`src/rtl/ext_arbiter_pkg.sv`:
```
// Shared definitions for the two-requester immediate-extension arbiter:
// extension op codes and output-stage FSM state encodings.
package ext_arbiter_pkg;

  localparam logic [1:0] EOP_SEXT = 2'b00;  // sign-extend
  localparam logic [1:0] EOP_ZEXT = 2'b01;  // zero-extend
  localparam logic [1:0] EOP_LUI  = 2'b10;  // immediate into upper half
  localparam logic [1:0] EOP_BR   = 2'b11;  // sign-extended word offset, x4

  typedef enum logic {
    S_IDLE = 1'b0,
    S_FULL = 1'b1
  } state_e;

endpackage

```
`src/rtl/ext_arbiter_imm_ext.sv`:
```
// imm_ext_unit: combinational immediate extender, (imm, eop) -> DATA_W result.
// The op set assumes DATA_W == 2*IMM_W (16 -> 32 in this revision).
module imm_ext_unit
  import ext_arbiter_pkg::*;
#(
  parameter int IMM_W  = 16,
  parameter int DATA_W = 32
) (
  input  logic [IMM_W-1:0]  imm_i,
  input  logic [1:0]        eop_i,
  output logic [DATA_W-1:0] ext_o
);

  logic [DATA_W-1:0] sext;

  assign sext = {{(DATA_W-IMM_W){imm_i[IMM_W-1]}}, imm_i};

  // Select the extension flavour; all four codes are legal.
  always_comb begin
    ext_o = sext;
    case (eop_i)
      EOP_SEXT: ext_o = sext;
      EOP_ZEXT: ext_o = {{(DATA_W-IMM_W){1'b0}}, imm_i};
      EOP_LUI:  ext_o = DATA_W'({imm_i, {IMM_W{1'b0}}});
      EOP_BR:   ext_o = DATA_W'({sext, 2'b00});
      default:  ext_o = sext;
    endcase
  end

endmodule

```
`src/rtl/ext_arbiter.sv`:
```
// ext_arbiter: round-robin share of one immediate extender between two
// requesters, feeding a one-deep registered output stage tagged with the
// winner's ID. The stage reloads in the cycle it drains (1 result/cycle).
// Optional build macro EXT_ARB_STATS_EN adds saturating per-requester
// transfer counters on grant_cnt0/grant_cnt1.
module ext_arbiter
  import ext_arbiter_pkg::*;
#(
  parameter int NREQ   = 2,
  parameter int IMM_W  = 16,
  parameter int DATA_W = 32
) (
  input  logic              clk,
  input  logic              rst_n,
  input  logic [NREQ-1:0]   req_valid,
  output logic [NREQ-1:0]   req_ready,
  input  logic [IMM_W-1:0]  req0_imm,
  input  logic [1:0]        req0_eop,
  input  logic [IMM_W-1:0]  req1_imm,
  input  logic [1:0]        req1_eop,
  output logic              out_valid,
  input  logic              out_ready,
  output logic [DATA_W-1:0] out_data,
`ifdef EXT_ARB_STATS_EN
  output logic [15:0]       grant_cnt0,
  output logic [15:0]       grant_cnt1,
`endif
  output logic              out_id
);

  state_e            state_q;
  logic              ptr_q;        // requester holding priority on contention
  logic [DATA_W-1:0] out_data_q;
  logic              out_id_q;

  logic              can_load;
  logic              win;
  logic              xfer;
  logic [NREQ-1:0]   grant;
  logic [IMM_W-1:0]  sel_imm;
  logic [1:0]        sel_eop;
  logic [DATA_W-1:0] ext_res;

  // Grant: a lone requester wins outright, contention goes to the pointer.
  // Ready is forced low while reset is held.
  always_comb begin
    can_load = (state_q == S_IDLE) | out_ready;
    win      = (&req_valid) ? ptr_q : req_valid[1];
    grant    = '0;
    if (can_load && rst_n && (|req_valid)) grant[win] = 1'b1;
    xfer     = |grant;
    sel_imm  = win ? req1_imm : req0_imm;
    sel_eop  = win ? req1_eop : req0_eop;
  end

  imm_ext_unit #(.IMM_W(IMM_W), .DATA_W(DATA_W)) u_ext (
    .imm_i (sel_imm),
    .eop_i (sel_eop),
    .ext_o (ext_res)
  );

  // Output-stage FSM: load on transfer, empty on drain without a refill.
  always_ff @(posedge clk or negedge rst_n) begin
    if (!rst_n) begin
      state_q    <= S_IDLE;
      ptr_q      <= 1'b0;
      out_data_q <= '0;
      out_id_q   <= 1'b0;
    end else if (xfer) begin
      state_q    <= S_FULL;
      ptr_q      <= ~win;
      out_data_q <= ext_res;
      out_id_q   <= win;
    end else if (state_q == S_FULL && out_ready) begin
      state_q    <= S_IDLE;
    end
  end

  assign req_ready = grant;
  assign out_valid = (state_q == S_FULL);
  assign out_data  = out_data_q;
  assign out_id    = out_id_q;

`ifdef EXT_ARB_STATS_EN
  logic [15:0] cnt0_q, cnt1_q;

  // Saturating transfer counters, one per requester.
  always_ff @(posedge clk or negedge rst_n) begin
    if (!rst_n) begin
      cnt0_q <= '0;
      cnt1_q <= '0;
    end else begin
      if (grant[0] && cnt0_q != 16'hFFFF) cnt0_q <= cnt0_q + 16'd1;
      if (grant[1] && cnt1_q != 16'hFFFF) cnt1_q <= cnt1_q + 16'd1;
    end
  end

  assign grant_cnt0 = cnt0_q;
  assign grant_cnt1 = cnt1_q;
`endif

endmodule

```
`config.mk`:
```
export PLATFORM = sky130hd
export DESIGN_NAME = ext_arbiter
export DESIGN_NICKNAME = d
export VERILOG_FILES = /design/src/rtl/ext_arbiter_pkg.sv /design/src/rtl/ext_arbiter_imm_ext.sv /design/src/rtl/ext_arbiter.sv
export SDC_FILE = /design/constraint.sdc
export NUM_CORES = 1
export LEC_CHECK = 0
export ABC_AREA = 1
export CORE_ASPECT_RATIO = 1.5
export CORE_MARGIN = 1
export CORE_UTILIZATION = 33
export CTS_CLUSTER_SIZE = 40
export DETAILED_ROUTE_END_ITERATION = 7
export PLACE_DENSITY = 0.69
export SLEW_MARGIN = 15
export SYNTH_ARGS = -nofsm -noshare
export SYNTH_HDL_FRONTEND = slang
export SYNTH_SLANG_ARGS = --single-unit
```
`constraint.sdc`:
```
create_clock -name clk -period 2.06 [get_ports clk]
set_clock_uncertainty 0.2 [all_clocks]
set_input_delay 0.515 -clock clk [delete_from_list [all_inputs] [get_ports clk]]
set_output_delay 0.515 -clock clk [all_outputs]
set_load 0.005 [all_outputs]
```
; ---- Word level (Yosys, flattened, before mapping)
; Cells that the tools add are included.
[word_totals]
ff_bits = 35
latchBits = 0
ram_bits = 0
romBits = 0
input_bits = 41
output_inout_bits = 36
wordCells = 30
mem_count = 0
[op_classes]
add_sub_neg = 0
mul = 0
n_div = 0
magnitude_cmp = 2
n_eq_ne = 3
shift = 0
n_mux = 9
n_bitwise = 3
n_reduce_logical = 9
[op_table]
columns = op, n
row1 = $pmux 32 s4, 1
row2 = $mux 16, 1
row3 = $eq 2x2->1 const B, 2
row4 = $logic_and 1x1->1, 4
row5 = $mux 1, 4
row6 = $mux 2, 2
row7 = $reduce_or 2->1, 2
row8 = $eq 2x1->1 const B, 1
row9 = $logic_not 2->1, 1
row10 = $lt 1x2->1 const B, 1
row11 = $not 1->1, 2
row12 = $reduce_and 2->1, 1
row13 = $reduce_bool 2->1, 1
row14 = $demux 1 s1, 1
row15 = $ge 1x1->1 const B, 1
row16 = $or 1x1->1, 1

; ---- Logic depth before layout (Yosys ltp)
[depth]
ltp_word = 9
mapped_depth = 10
ltp_nobuf = 9

; ---- Cells and area by module
; Synthesis repeated with hierarchy kept, for this count alone.
[hier_totals]
hier_cells = 311
hier_area_um2 = 2233.4
[modules_own_cells]
columns = mod, n_inst, cells_each, area_per_inst_um2, seq_area_each_um2
row1 = ext_arbiter, 1, 222, 1729.2, 875.8
row2 = imm_ext_unit, 1, 89, 504.2, 0.0

; ---- Worst setup path before layout
; Ideal clock, no wire load.
[synth_timing]
kind = input to output
startpoint = in req_valid[1]
endpoint = out req_ready[0]
t_arrival_ns = 1.167
t_required_ns = 1.345
setup_slack_ns = 0.178
cell_stages = 6
path_buffers = 2
cell_sequence = buf_6 nor2_1 nor2_4 inv_2 buf_4 nor2_1
[synth_via]
elab_chain_len = 7
elab_cells_between_ends = 10
cone_classes = order compare (2) / mux (4) / reduce/logical (4)
[synth_rtl]
columns = item, line_no
row1 = "start, declared", ext_arbiter.sv:15  ; input logic [NREQ-1:0] req_valid,
row2 = $reduce_and 2->1, ext_arbiter.sv:48  ; win = (&req_valid) ? ptr_q : req_valid[1];
row3 = $mux 1, ext_arbiter.sv:48
row4 = $lt 1x2->1 (implied by the code) / $ge 1x1->1 (equally long branches), ext_arbiter.sv:50  ; if (can_load && rst_n && (|req_valid)) grant[win] = 1'b1;
row5 = $logic_and 1x1->1 (implied by the code), ext_arbiter.sv:50
row6 = $mux 1 (implied by the code), ext_arbiter.sv:50
row7 = $demux 1 s1, ext_arbiter.sv:50
row8 = $mux 2 *, ext_arbiter.sv:50
row9 = "end, declared", ext_arbiter.sv:16  ; output logic [NREQ-1:0] req_ready,
; Every way passes the cells marked *; elsewhere a longest branch is shown, timed or not.

; ---- Worst setup path in the final report
[layout_timing]
startpoint = in out_ready
endpoint = out req_ready[0]
[layout_via]
elab_chain_len = 4
[layout_rtl]
columns = item, line_no
row1 = "start, declared", ext_arbiter.sv:22  ; input logic out_ready,
row2 = $or 1x1->1, ext_arbiter.sv:47  ; can_load = (state_q == S_IDLE) | out_ready;
row3 = $logic_and 1x1->1 (2 in series), ext_arbiter.sv:50
row4 = $mux 2, ext_arbiter.sv:50
; Every way passes these cells.

==> impl_metrics.csv <==
group,metric,value,unit
synthesis,ys_seq_elements,35,
global_route,global_route.overflow_total,0,
place,hpwlAfterDp,4.01,mm
cells_and_area,highest_count_cells_in_the_layout_ignoring_fill_and_taps,"83 x nand2_1, 70 x clkdlybuf4s50_1, 35 x dfrtp_1",
critical_path,critPathArrivalTime,1.25,ns
critical_path,worstSetupPathType,"in2out",
critical_path,start_kind,"primary input",
power_and_ir_drop,p_sw,0.728,mW
critical_path,worstReg2RegEnd,"out_data[26]$_DFFE_PN0P_",
power_and_ir_drop,p_per_area,747,nW/um^2
timing,worst_slew_pin_slew,0.451,ns
die,ios,77,
synthesis,ys_types,27,
power_and_ir_drop,power.share.sequential,40.0,%
cells_and_area,area.growth.synth_to_final,56.6,%
critical_path,worst_setup_path_endpoint,"req_ready[0]",
clock_network,tritoncts.num_buffers,5,
die,start_util,34.2,%
die,floorplan.core_area,5830,um^2
global_route,antenna_violations_before_repair,0,
synthesis,syn-cell-area,1990,um^2
power_and_ir_drop,max_ir_drop_vdd,0.429,mV
clock_network,clock_latency,0.28,ns
route,drt-wirelength-per-cell,12.4,um
critical_path,rrSetupSlack,0.22,ns
critical_path,critical-path-slowest-cell,"dlygate4sd2_1",
run,maxCapViolCount,0,
place,post_place_cells,427,
synthesis,mappedNetlistNets,301,
synthesis,yosys.area.top_type,"dfrtp_1",
route,wirelength,5.39,mm
critical_path,critical_path.reg2reg.startpoint,"ptr_q$_DFFE_PN0P_",
critical_path,critPathMaxFanout,2,
clock_network,numClockSinks,35,
synthesis,ys.warnings.count,0,
power_and_ir_drop,p_clk_share,21.3,%
global_route,largest_net_degree_at_the_start_of_global_routing,39,
power_and_ir_drop,power.switching_fraction,31.2,%
place,place.port_buffers,76,
synthesis,synth_top_cells_by_area,"dfrtp_1 44%, nand2_1 16%, nand3_1 7.5%",
global_route,grt_usage,18.1,%
cells_and_area,layout.cells.most_common,"nand2_1",
critical_path,worstRegToRegCells,9,
timing,slew_headroom,69.9,%
route,vias_per_cell,4.52,
synthesis,yosysSeqAreaShare,44.0,%
synthesis,synth_area_per_cell,7.66,um^2
critical_path,critical_path_cell_count,6,
timing,setup_repair_after_global_routing_missed_its_margin,"no",
die,die-area,6350,um^2
die,dieWidth,65.4,um
route,detailroute.via_count,1968,
cells_and_area,n_antenna_cell,0,
timing,setup-violations-final,0,
clock_network,tritoncts,"done",
critical_path,delay_heaviest_family_cp,"buffers and inverters",
cells_and_area,layout.filler_cells,573,
critical_path,critical_path.max_stage_delay,0.26,ns
clock_network,worst_setup_hold_path_clk_slew,0.08,ns
critical_path,worst_path_most_repeated_cell,"nor2_4",
clock_network,cts.root.buffer_cell,"clkbuf_8",
power_and_ir_drop,fin_total_pwr,2.33,mW
power_and_ir_drop,leakagePower,1.51,nW
global_route,grt_pass1_vias,1899,
critical_path,endpoint_kind,"output port",
route,drt_pre_antenna_iters,4,
timing,fin_crit_sh,95.2,%
critical_path,crit_buf_inv,3,
route,remaining_drc_errors,0,
place,gp_congestion,0.794,
timing,whs,0.110,ns
route,initialDrtViolationCount,74,
synthesis,postSynthCellCount,260,
critical_path,worst_ep_required_time,1.34,ns
critical_path,critical_path.startpoint,"out_ready",
power_and_ir_drop,power.internal,1.60,mW
critical_path,timing.critical_path.cells,"dlygate4sd2_1, o21ai_4, nor2_4, inv_2, nor2_4, buf_2",
timing,timing_hold_violations_final,0,
clock_network,cts-root-to-sink-buffers,2,
cells_and_area,layout-drive-gt1-share,17.6,%
die,placement_rows,34,
cells_and_area,final_core_density,53.5,%
power_and_ir_drop,combinational_power_share,38.7,%
clock_network,clock_tree.htree_level_count,2,
min_path,tightest_hold_check_type,"in2async",
route,ant_nets,0,
clock_network,postCtsHoldBufs,0,
timing,slew_viol_final,0,
die,die-height,97.1,um
timing,maximum_clock_rate,0.510,GHz
synthesis,synth.top_cell.area_share,44.0,%
cells_and_area,final-instance-count-excl-fill,435,
cells_and_area,nNetsFinal,403,
timing,post_layout_minimum_cycle_time,1.96,ns
global_route,grt_first_pass_wirelength,8.92,mm
status,outcome,"finished clean",
[power by group through the flow]
stage | Clock, mW | Sequential, mW | Combinational (mW)
after floorplan | 0 | 0.945 | 0.349
after global placement | 0 | 0.943 | 0.890
after detailed placement | 0 | 0.944 | 0.901
after CTS | 0.508 | 0.933 | 0.904
after global routing | 0.533 | 0.951 | 0.995
final | 0.495 | 0.933 | 0.901
[kinds of logic after synthesis]
kind of cell / Yosys count / synth area share [%]
simple gates: 148 / 34.8
buf+inv: 43 / 10.6
flops: 35 / 44.0
compound gates: 34 / 10.6
[sequential cells by signal (all words and copies together), names as in the netlist]
| name | cells |
|---|---|
| out_data | 32 |
| out_valid | 1 |
| out_id | 1 |
| ptr_q | 1 |
[layer usage]
| metal | vias to the layer above | track usage, % | wire (um) | share of wire [%] |
|---|---|---|---|---|
| met5 | - | 0 | 0 | 0 |
| met4 | 0 | 6.35 | 102 | 1.9 |
| met3 | 8 | 3.17 | 232 | 4.3 |
| met2 | 58 | 31.3 | 2780 | 52 |
| met1 | 871 | 21.8 | 2270 | 42 |
| li1 | 1031 | - | - | - |
[through the flow]
step                      setup TNS [ns]  instance area (um^2)  setup WS (ns)
final                                  0                  3120         0.0992
after global routing                   0                  3120         0.0574
after CTS                              0                  3100         0.0127
after detailed placement          -13.80                  3000         -0.585
after global placement            -12.40                  3000         -0.545
after floorplan                        0                  1990          0.178
[Yosys cell counts, drive strengths merged]
| cell type | n |
|---|---|
| a21oi | 10 |
| o21bai | 1 |
| dfrtp | 35 |
| nand4 | 2 |
| o21ai | 9 |
| nand3b | 1 |
| o21a | 4 |
| nand2 | 93 |
| buf | 11 |
| and2 | 1 |
| o211ai | 10 |
| nand3 | 30 |
| or2 | 1 |
| nor2 | 20 |
| inv | 32 |
[repair_timing]
item	CTS	global route
pin swaps	1	3
cloned	0	0
gates resized for setup	12	10
endpoints found under the setup margin	32	16
setup buffers	0	0
[worst min path at each step]
stage,start,to,slack [ns],cells past startpoint
finish,rst_n,out_data[25]$_DFFE_PN0P_,0.11,2
floorplan,rst_n,out_data[0]$_DFFE_PN0P_,0.02,0
detailed placement,out_data[1]$_DFFE_PN0P_,out_data[1]$_DFFE_PN0P_,0.27,2
global placement,out_data[1]$_DFFE_PN0P_,out_data[1]$_DFFE_PN0P_,0.27,2
global route,rst_n,out_data[25]$_DFFE_PN0P_,0.14,2
CTS,rst_n,out_data[25]$_DFFE_PN0P_,0.11,2
[final cells by class]
| type | instances | area (um^2) | area share (%) |
|---|---|---|---|
| multi-input combinational | 182 | 933 | 29.9 |
| tap | 72 | 90.1 | 2.89 |
| clock inverter | 3 | 20.0 | 0.642 |
| clock buffer | 5 | 68.8 | 2.21 |
| inverter | 32 | 123 | 3.93 |
| timing repair buffer | 106 | 1010 | 32.3 |
| sequential | 35 | 876 | 28.1 |
Note: power is estimated with default switching activity, not from simulation.
